## config.mk

```make
export PLATFORM = sky130hd
export DESIGN_NAME = oven_zone_ctrl
export DESIGN_NICKNAME = d
export VERILOG_FILES = /design/src/rtl/oven_zone_ctrl.sv
export SDC_FILE = /design/constraint.sdc
export NUM_CORES = 1
export LEC_CHECK = 0
export BUFFER_PORTS_ARGS = -buffer_cell sky130_fd_sc_hd__buf_2
export CORE_UTILIZATION = 55
export CTS_CLUSTER_SIZE = 40
export DETAILED_ROUTE_END_ITERATION = 10
export MAX_ROUTING_LAYER = met4
export PLACE_DENSITY = 0.78
export SETUP_SLACK_MARGIN = 0.15
export SLEW_MARGIN = 20
export SYNTH_ARGS = -nofsm -noshare
export SYNTH_HDL_FRONTEND = slang
export SYNTH_SLANG_ARGS = --single-unit
```

## constraint.sdc

```tcl
create_clock -name clk -period 5.1 [get_ports clk]
set_input_delay 1.02 -clock clk [delete_from_list [all_inputs] [get_ports clk]]
set_output_delay 1.02 -clock clk [all_outputs]
set_load 0.1 [all_outputs]
```

## src/rtl/oven_zone_ctrl.sv

```systemverilog
// Multi-zone oven controller: per-zone preheat/maintain FSM, setpoint and cook timer, shared seconds tick.
// Define OVEN_OVERTEMP_EN to add a per-zone FAULT state on over-temperature.

module oven_zone #(
  parameter int TEMP_W       = 9,
  parameter int TIME_W       = 12,
  parameter int ROOM_TEMP    = 65,
  parameter int DEFAULT_TEMP = 300,
  parameter int MIN_SET      = 100,
  parameter int MAX_TEMP     = 500,
  parameter int TEMP_STEP    = 50,
  parameter int TIME_STEP    = 30,
  parameter int MAX_TIME     = 3600,
  parameter int BAND         = 1,
  parameter int FAULT_MARGIN = 25
) (
  input  logic              clk,
  input  logic              rst_n,
  input  logic              i_on,
  input  logic              i_tick,
  input  logic              i_inc_temp,
  input  logic              i_dec_temp,
  input  logic              i_inc_time,
  input  logic              i_dec_time,
  output logic [TEMP_W-1:0] o_temp,
  output logic [TEMP_W-1:0] o_set,
  output logic [TIME_W-1:0] o_timer,
  output logic              o_heat,
  output logic              o_ready,
  output logic              o_done,
  output logic              o_fault
);
  // Two guard bits so sums and differences never wrap before saturation.
  localparam int TX = TEMP_W + 2;
  localparam int MX = TIME_W + 2;
  localparam logic [TX-1:0] L_ROOM  = TX'(ROOM_TEMP);
  localparam logic [TX-1:0] L_MIN   = TX'(MIN_SET);
  localparam logic [TX-1:0] L_MAX   = TX'(MAX_TEMP);
  localparam logic [TX-1:0] L_TSTEP = TX'(TEMP_STEP);
  localparam logic [TX-1:0] L_BAND  = TX'(BAND);
  localparam logic [MX-1:0] L_MSTEP = MX'(TIME_STEP);
  localparam logic [MX-1:0] L_MAXTM = MX'(MAX_TIME);

  typedef enum logic [1:0] {
    S_OFF  = 2'd0,
    S_PRE  = 2'd1,
    S_MAIN = 2'd2
`ifdef OVEN_OVERTEMP_EN
    , S_FAULT = 2'd3
`endif
  } state_t;

  state_t            r_state, w_state_nxt;
  logic [TEMP_W-1:0] r_temp, r_set;
  logic [TIME_W-1:0] r_timer;
  logic              r_tog, r_done;
  logic              w_active, w_heat_up, w_cool, w_in_band, w_tick_dec;
  logic [TX-1:0]     w_temp_x, w_set_x, w_diff, w_sum, w_set_nxt;
  logic [MX-1:0]     w_tmr_x, w_dec1, w_tmr_nxt;

  assign w_temp_x  = TX'(r_temp);
  assign w_set_x   = TX'(r_set);
  assign w_diff    = (w_temp_x >= w_set_x) ? w_temp_x - w_set_x : w_set_x - w_temp_x;
  assign w_in_band = (w_diff <= L_BAND);
  assign w_active  = (r_state == S_PRE) || (r_state == S_MAIN);
  assign w_heat_up = w_active && (w_temp_x < w_set_x);
  // OFF and FAULT cool toward room temperature; active states cool only when at/above setpoint.
  assign w_cool    = w_active ? !w_heat_up : (w_temp_x > L_ROOM);
  assign w_sum     = w_temp_x + TX'(2);

  always_comb begin
    w_state_nxt = r_state;
    case (r_state)
      S_OFF:   if (i_on) w_state_nxt = S_PRE;
      S_PRE:   if (w_in_band) w_state_nxt = S_MAIN;
      S_MAIN:  if (!w_in_band) w_state_nxt = S_PRE;
      default: w_state_nxt = r_state;
    endcase
`ifdef OVEN_OVERTEMP_EN
    if (w_active && (w_temp_x > w_set_x + TX'(FAULT_MARGIN))) w_state_nxt = S_FAULT;
`endif
    if (!i_on) w_state_nxt = S_OFF;
  end

  always_comb begin
    w_set_nxt = w_set_x;
    if (i_inc_temp && !i_dec_temp)
      w_set_nxt = (w_set_x + L_TSTEP > L_MAX) ? L_MAX : w_set_x + L_TSTEP;
    else if (i_dec_temp && !i_inc_temp)
      w_set_nxt = (w_set_x < L_MIN + L_TSTEP) ? L_MIN : w_set_x - L_TSTEP;
  end

  assign w_tick_dec = i_tick && (r_state == S_MAIN) && (r_timer != '0);
  assign w_tmr_x    = MX'(r_timer);
  assign w_dec1     = MX'(w_tick_dec);

  // Adjust pulse and tick decrement combine into one net change before saturating.
  always_comb begin
    w_tmr_nxt = w_tmr_x - w_dec1;
    if (i_inc_time && !i_dec_time) begin
      w_tmr_nxt = w_tmr_x + L_MSTEP - w_dec1;
      if (w_tmr_nxt > L_MAXTM) w_tmr_nxt = L_MAXTM;
    end else if (i_dec_time && !i_inc_time) begin
      w_tmr_nxt = (w_tmr_x > L_MSTEP + w_dec1) ? w_tmr_x - L_MSTEP - w_dec1 : '0;
    end
  end

  always_ff @(posedge clk or negedge rst_n) begin
    if (!rst_n) begin
      r_state <= S_OFF;
      r_temp  <= TEMP_W'(ROOM_TEMP);
      r_set   <= TEMP_W'(DEFAULT_TEMP);
      r_timer <= '0;
      r_tog   <= 1'b0;
      r_done  <= 1'b0;
    end else begin
      r_state <= w_state_nxt;
      r_set   <= w_set_nxt[TEMP_W-1:0];
      r_timer <= w_tmr_nxt[TIME_W-1:0];
      if (i_tick && w_heat_up) begin
        r_temp <= (w_sum > w_set_x) ? r_set : w_sum[TEMP_W-1:0];
      end else if (i_tick && w_cool) begin
        r_tog <= ~r_tog;
        if (r_tog) r_temp <= r_temp - TEMP_W'(1);
      end
      if (w_state_nxt == S_OFF || i_inc_time) r_done <= 1'b0;
      else if (w_tick_dec && r_timer == TIME_W'(1)) r_done <= 1'b1;
    end
  end

  assign o_temp  = r_temp;
  assign o_set   = r_set;
  assign o_timer = r_timer;
  assign o_heat  = w_active;
  assign o_ready = (r_state == S_MAIN);
  assign o_done  = r_done;
`ifdef OVEN_OVERTEMP_EN
  assign o_fault = (r_state == S_FAULT);
`else
  assign o_fault = 1'b0;
`endif
endmodule

module oven_zone_ctrl #(
  parameter int ZONES        = 2,
  parameter int TEMP_W       = 9,
  parameter int TIME_W       = 12,
  parameter int TICK_DIV     = 25000000,
  parameter int ROOM_TEMP    = 65,
  parameter int DEFAULT_TEMP = 300,
  parameter int MIN_SET      = 100,
  parameter int MAX_TEMP     = 500,
  parameter int TEMP_STEP    = 50,
  parameter int TIME_STEP    = 30,
  parameter int MAX_TIME     = 3600,
  parameter int BAND         = 1,
  parameter int FAULT_MARGIN = 25
) (
  input  logic                    clk,
  input  logic                    rst_n,
  input  logic [ZONES-1:0]        zone_on,
  input  logic [1:0]              sel_zone,
  input  logic                    inc_temp,
  input  logic                    dec_temp,
  input  logic                    inc_time,
  input  logic                    dec_time,
  output logic [ZONES*TEMP_W-1:0] temp_bus,
  output logic [ZONES-1:0]        heat,
  output logic [ZONES-1:0]        ready,
  output logic [ZONES-1:0]        done,
  output logic [ZONES-1:0]        fault,
  output logic [TEMP_W-1:0]       disp_temp,
  output logic [TEMP_W-1:0]       disp_set,
  output logic [TIME_W-1:0]       disp_time,
  output logic                    sec_tick
);
  localparam int CW = (TICK_DIV > 1) ? $clog2(TICK_DIV) : 1;
  localparam logic [CW-1:0] L_LAST = CW'(TICK_DIV - 1);

  logic [CW-1:0]                  r_tick_cnt;
  logic                           w_tick, w_sel_ok;
  logic [ZONES-1:0]               w_hit;
  logic [ZONES-1:0][TEMP_W-1:0]   w_temp, w_set;
  logic [ZONES-1:0][TIME_W-1:0]   w_timer;

  assign w_tick   = (r_tick_cnt == L_LAST);
  assign sec_tick = w_tick;
  assign w_sel_ok = (32'(sel_zone) < ZONES);

  always_ff @(posedge clk or negedge rst_n) begin
    if (!rst_n)      r_tick_cnt <= '0;
    else if (w_tick) r_tick_cnt <= '0;
    else             r_tick_cnt <= r_tick_cnt + CW'(1);
  end

  for (genvar i = 0; i < ZONES; i++) begin : g_zone
    assign w_hit[i] = w_sel_ok && (sel_zone == 2'(i));
    oven_zone #(
      .TEMP_W(TEMP_W), .TIME_W(TIME_W), .ROOM_TEMP(ROOM_TEMP), .DEFAULT_TEMP(DEFAULT_TEMP),
      .MIN_SET(MIN_SET), .MAX_TEMP(MAX_TEMP), .TEMP_STEP(TEMP_STEP), .TIME_STEP(TIME_STEP),
      .MAX_TIME(MAX_TIME), .BAND(BAND), .FAULT_MARGIN(FAULT_MARGIN)
    ) u_zone (
      .clk        (clk),
      .rst_n      (rst_n),
      .i_on       (zone_on[i]),
      .i_tick     (w_tick),
      .i_inc_temp (inc_temp & w_hit[i]),
      .i_dec_temp (dec_temp & w_hit[i]),
      .i_inc_time (inc_time & w_hit[i]),
      .i_dec_time (dec_time & w_hit[i]),
      .o_temp     (w_temp[i]),
      .o_set      (w_set[i]),
      .o_timer    (w_timer[i]),
      .o_heat     (heat[i]),
      .o_ready    (ready[i]),
      .o_done     (done[i]),
      .o_fault    (fault[i])
    );
  end

  assign temp_bus = w_temp;

  always_comb begin
    disp_temp = '0;
    disp_set  = '0;
    disp_time = '0;
    for (int z = 0; z < ZONES; z++) begin
      if (w_hit[z]) begin
        disp_temp = w_temp[z];
        disp_set  = w_set[z];
        disp_time = w_timer[z];
      end
    end
  end
endmodule

```

Yosys cells after proc, flatten, opt, wreduce, memory -nomap -nowiden
Index checks and enable logic that the tools add are counted.
{ "word_totals": {"mem_bits_rw": 0, "ff_bits": 93, "memories": 0, "out_inout_bits": 57, "latchBits": 0, "rom_bits": 0} }
{ "op_classes": {"reduce_logical": 55, "n_shift": 0, "div_mod_pow": 0, "bitwise": 12, "order_cmp": 19, "mul": 0, "n_eq_ne": 8, "n_mux": 47, "addsub": 25} }
{ "op_table": {"columns": ["operator", "count"], "rows": [
  ["2-to-1 mux 9 bit", 20],
  ["2-to-1 mux 12 bit", 10],
  ["subtractor 12 x 1 -> 12 bit", 4],
  ["subtractor 9 x 9 -> 10 bit", 4],
  ["greater-than comparator 12 x 14 -> 1 bit", 2],
  ["greater-than comparator 14 x 12 -> 1 bit (second input constant)", 2],
  ["subtractor 13 x 1 -> 14 bit", 2],
  ["adder 12 x 5 -> 13 bit (second input constant)", 2],
  ["adder 25 x 1 -> 25 bit (second input constant)", 1],
  ["equality test 25 bit (second input constant)", 1],
  ["2-to-1 mux 25 bit", 1],
  ["equality test 12 x 1 -> 1 bit (second input constant)", 2],
  ["nonzero test 12 bit", 2],
  ["subtractor 12 x 5 -> 12 bit (second input constant)", 2],
  ["greater-than comparator 11 x 9 -> 1 bit", 2],
  ["less-or-equal comparator 11 x 1 -> 1 bit (second input constant)", 2],
  ["logical AND 1 bit", 22],
  ["2-to-1 mux 11 bit", 2],
  ["adder 9 x 2 -> 10 bit (second input constant)", 2],
  ["adder 9 x 6 -> 10 bit (second input constant)", 2],
  ["greater-than comparator 10 x 9 -> 1 bit (second input constant)", 2],
  [">= comparator 9 bit", 2],
  ["greater-than comparator 9 x 7 -> 1 bit (second input constant)", 2],
  ["< comparator 9 x 8 -> 1 bit (second input constant)", 2],
  ["17 further kinds", 71]
]} }

Depth between registers and ports, before layout
{ "logic_depth": {"depth_word": 9, "mapped_depth": 23, "depth_no_buf": 21} }

Cells and area by module
From an unflattened synthesis, not the netlist that was laid out.
{ "unflattened": {"cells_unflattened": 1366, "hier_area_um2": 11194.5} }
{ "by_module_without_submodules": {"columns": ["mod", "cells_per_inst", "n_inst", "area_each_um2", "seq_area_each_um2"], "rows": [
  ["oven_zone (g_zone[0].u_zone)", 580, 1, 4708.3, 833.3],
  ["oven_zone (g_zone[1].u_zone)", 585, 1, 4698.3, 833.3],
  ["oven_zone_ctrl", 201, 1, 1788.0, 625.6]
]} }

Worst setup path before layout
No wires, ideal clock.
{ "synth_path": {"path_kind": "input-to-output", "startpoint": "input sel_zone[0]", "endpoint": "output disp_temp[1]", "required_time_ns": 4.080, "setup_slack_ns": 0.708, "path_stages": 4, "arrival_time_ns": 3.372, "cell_sequence": "buf_1 > clkbuf_1 > mux2i_1 > nor2_1"} }
{ "synth_between": {"elab_chain_len": 4} }
{ "synth_rtl": {"columns": ["item", "line", "rtl"], "rows": [
  ["from (decl)", "162", "input logic [1:0] sel_zone,"],
  ["< comparator 2 bit / logical NOT 2 bit (equally long branches)", "188, 197", null],
  ["logical AND 1 bit", "197", "assign w_hit[i] = w_sel_ok && (sel_zone == 2'(i));"],
  ["2-to-1 mux 9 bit", "228", "if (w_hit[z]) begin"],
  ["2-to-1 mux 9 bit (*)", "228", null],
  ["to (decl)", "172", "output logic [TEMP_W-1:0] disp_temp,"]
]} }
Every way passes the cells marked *; elsewhere a longest branch is shown, timed or not.

Worst setup path in the final report
{ "layout_path": {"startpoint": "register r_tick_cnt[9]", "endpoint": "register g_zone[0].u_zone.r_timer[10]"} }
{ "layout_between": {"elab_chain_len": 8} }
{ "layout_rtl": {"columns": ["item", "line", "rtl"], "rows": [
  ["from (decl)", "180", "logic [CW-1:0] r_tick_cnt;"],
  ["from (signal assigned)", "193", "else r_tick_cnt <= r_tick_cnt + CW'(1);"],
  ["equality test 25 bit (*)", "186", "assign w_tick = (r_tick_cnt == L_LAST);"],
  ["logical AND 1 bit (*) (2 in series)", "93", "assign w_tick_dec = i_tick && (r_state == S_MAIN) && (r_timer != '0);"],
  ["branches (longest 4 deep; another with subtractor 13 x 1 -> 14 bit)", null, null],
  ["2-to-1 mux 12 bit (*)", "100", "if (i_inc_time && !i_dec_time) begin"],
  ["net g_zone[0].u_zone.w_tmr_nxt[10]", "59", "logic [MX-1:0] w_tmr_x, w_dec1, w_tmr_nxt;"],
  ["to (signal assigned)", "119", "r_timer <= w_tmr_nxt[TIME_W-1:0];"],
  ["to (decl)", "55", "logic [TIME_W-1:0] r_timer;"]
]} }
Mark *: on every way through the listed nets, which the timed path passes.
A chain may end at the register's enable or synchronous reset.

==> summary.md <==
| Metric | Value |
|---|---|
| Status | `complete, no violations` |
| CP Cell Sequence | `or4b_1 > nor4_1 > nand2_1 > nor4_4 > nand2_1 > nor2_1 > ha_1 > inv_1 > ha_1 > nand2b_1 > a21boi_1 > o21bai_1 > a211o_1 > a2111oi_2 > nor3_1 > a211oi_2 > o211ai_4 > o22a_1` |
| Worst path slowest cell | `or4b_1` |
| Clock slew seen by the registers of the worst setup and hold paths | `70 ps` |
| Final std cells w/o fill | `1616` |
| Final core occ | `60.58%` |
| Post-CTS setup buffer count | `0` |
| Req. time, crit path | `5350 ps` |
| Max incr delay on CP | `550 ps` |
| Crit path launch type | `register` |
| Total chip power | `6.362 mW` |
| First-pass GRT wire length | `48.19 mm` |
| Mapped Cells | `1326` |
| Final hold vios | `0` |
| Routed wire length | `29.05 mm` |
| DRC | `0` |
| Leak | `5.262 nW` |
| HPWL Detailed | `21.77 mm` |
| Setup violations, final | `0` |
| PwrDens | `554.0 nW/µm²` |
| Commonest non-fill, non-tap cell in the layout | `ha_1` |
| Max Fclk | `213.0 MHz` |
| Number of detailed-route iterations in the first pass | `5` |
| Worst path top cell family by delay | `compound AO/OA/AOI/OAI gates` |
| # IOs | `67` |
| Cells after DPL | `1600` |
| Worst setup margin | `404.6 ps` |
| Final instance area | `11480 µm²` |
| Async SR Flop Fraction | `100.0%` |
| GR Overflow Total | `0` |
| TNS Setup | `0 ps` |
| EDFF count, synth | `0` |
| Worst-skew pair later-pin latency | `360 ps` |
| VDD IR-drop max | `0.5199 mV` |
| RSZ-0062 raised after global routing | `yes` |
| Initial Utilization | `56.72%` |
| Synth Register Bits | `91` |
| Hold_buf cts | `0` |
| # rows | `50` |
| Clock buffer count from CTS | `9` |
| Synth Warn # | `0` |
| Clock sinks | `91` |
| Post-DP Area | `11190 µm²` |
| GP Congestion | `0.9214` |
| Crit. End Element | `register` |
| Max-slew violations | `0` |
| Largest net degree at the start of global routing | `49` |
| Drt initial violations | `774` |
| Least-Margin Pin Slew | `782.4 ps` |
| Crit path DAT | `4950 ps` |
| Root buffer cell | `clkbuf_16` |
| Hold crit path type | `reg -> reg` |
| Setup WS pre-CTS | `363.7 ps` |
| Critical Path Fanout Max | `9` |
| DR vias | `10080` |
| Initial antenna violation count | `0` |
| Setup Skew | `10.39 ps` |
| Hold_ws | `492.8 ps` |
| CTS tree | `done` |
| Worst Path Class, Setup | `reg -> reg` |
| Mapped Area | `10750 µm²` |
| PostCTS Resize Cnt | `0` |
| Top FF cell, synth | `dfrtp_1` |
| Die W | `141.8 µm` |
| Via count of the first global-routing pass | `9777` |
| Antenna violation net count after detailed routing | `0` |
| Tcrit/Tclk final | `92.07%` |
| Register area share after synthesis | `21.32%` |
| Core area | `18960 µm²` |
| Die ar. | `20110 µm²` |
| Die Ht | `141.8 µm` |
| Avg Inst Size Synth | `8.108 µm²` |
| Min cycle time layout | `4695 ps` |
| CTS H-Tree Depth | `3` |
| # nets final | `1510` |
| Antenna cells | `0` |
| Netlist cell types | `92` |
| Layout cells sized above 1 | `9.808%` |
| Max cap viols | `0` |
| Max-Slew Margin vs Limit | `47.44%` |
| GRT Total Usage | `30.50%` |
| Commonest cells after routing, fill and taps aside | `ha_1 (145), nor2_1 (117), inv_1 (99)` |
| CP Buf/Inv Count | `1` |
| Clock buffer depth | `2` |
| Area growth syn-to-layout | `6.808%` |
| Vias per Instance | `6.239` |
| IO Port Bufs | `63` |
| WL/cell | `17.98 µm` |
==> power breakdown <==
group | internal (mW) | total (mW) | leakage [nW] | switching, mW
Clock | 0.335 | 0.652 | 0.123 | 0.317
Sequential | 0.900 | 1.31 | 1.12 | 0.411
Combinational | 1.69 | 4.40 | 4.02 | 2.71
Total | 2.92 | 6.36 | 5.26 | 3.44
==> final cells by class <==
cell class / count / area (µm²)
Clock buffer: 10 / 229.0
Clock inverter: 6 / 50.05
Fill cell: 1692 / 7472
Inverter: 99 / 371.6
Multi-Input combinational cell: 1078 / 7830
Sequential cell: 91 / 2292
Tap cell: 260 / 325.3
Timing Repair Buffer: 72 / 385.4
==> worst reg2reg max path: stages (launching register included) <==
cell and delay (ps):
dfrtp_1 420, or4b_1 550, nor4_1 280, nand2_1 130
nor4_4 300, nand2_1 130, nor2_1 120, ha_1 220
inv_1 80, ha_1 210, nand2b_1 190, a21boi_1 230
o21bai_1 110, a211o_1 360, a2111oi_2 370, nor3_1 110
a211oi_2 360, o211ai_4 220, o22a_1 200
==> per-layer routing <==
layer / global-route usage (%) / routed length [µm] / up-vias
li1: - / - / 4822
met1: 38.14 / 12610 / 4821
met2: 50.92 / 13990 / 383
met3: 4.084 / 1871 / 57
met4: 9.791 / 582 / 0
met5: - / 0 / -
==> synthesized netlist by cell type (all sizes together), types with 5 or more instances <==
master / number / area (µm²)
o21a: 8 / 60.06
a211o: 6 / 52.55
dfrtp: 79 / 1977
dfstp: 12 / 315.3
a31oi: 18 / 112.6
ha: 145 / 1814
xnor2: 68 / 595.6
nand2: 84 / 315.3
o21bai: 12 / 90.09
a21o: 21 / 160.2
xor2: 18 / 157.7
nand3: 42 / 210.2
a21oi: 86 / 449.2
nor3b: 6 / 50.05
o22a: 5 / 43.79
o22ai: 16 / 100.1
nor2b: 10 / 62.56
or3: 13 / 81.33
a221oi: 8 / 76.32
nor2: 117 / 439.2
nand4: 16 / 100.1
mux2i: 55 / 550.5
a211oi: 11 / 87.58
nand2b: 21 / 131.4
o221ai: 5 / 61.31
o31ai: 10 / 75.07
a21boi: 9 / 67.56
inv: 99 / 371.6
a2111oi: 5 / 56.31
and3: 17 / 107.6
or2: 7 / 43.79
a22oi: 8 / 60.06
and2: 13 / 81.33
clkbuf: 41 / 163.9
o211ai: 12 / 100.1
o21ai: 68 / 340.3
buf: 20 / 123.9
nor3: 45 / 230.2
nor4: 15 / 106.4
==> state kept, by name (all words and copies together) (netlist names) <==
register,count
g_zone.u_zone.o_done,2
g_zone.u_zone.o_set,16
g_zone.u_zone.o_temp,18
g_zone.u_zone.o_timer,24
g_zone.u_zone.r_state,4
g_zone.u_zone.r_tog,2
r_tick_cnt,25
==> path summary, 6_finish.rpt <==
| path | start | endpoint | slack (ps) | cells after the start |
|---|---|---|---|---|
| min | g_zone[0].u_zone.r_tog$_DFFE_PN0P_ | g_zone[0].u_zone.r_tog$_DFFE_PN0P_ | 490 | 1 |
| max in group asynchronous | rst_n | g_zone[1].u_zone.o_set[2]$_DFFE_PN1P_ | 3370 | 2 |
| max | r_tick_cnt[9]$_DFF_PN0_ | g_zone[0].u_zone.o_timer[10]$_DFF_PN0_ | 400 | 18 |
| min reg2reg | g_zone[0].u_zone.r_tog$_DFFE_PN0P_ | g_zone[0].u_zone.r_tog$_DFFE_PN0P_ | 490 | 1 |
| max reg2reg | r_tick_cnt[9]$_DFF_PN0_ | g_zone[0].u_zone.o_timer[10]$_DFF_PN0_ | 400 | 18 |
| min in group asynchronous | rst_n | g_zone[1].u_zone.o_temp[1]$_DFFE_PN0P_ | 700 | 1 |
==> kinds of logic after synthesis <==
| family | Yosys count | synth area share (%) |
|---|---|---|
| simple gates | 425 | 19.80 |
| compound gates | 356 | 22.73 |
| buf+inv | 160 | 6.133 |
| fa+ha+maj | 149 | 17.62 |
| flops | 91 | 21.32 |
| xor+xnor | 86 | 7.006 |
| mux | 57 | 5.330 |
| other cells | 2 | 0.06985 |
(Power assumes the default switching activity.)
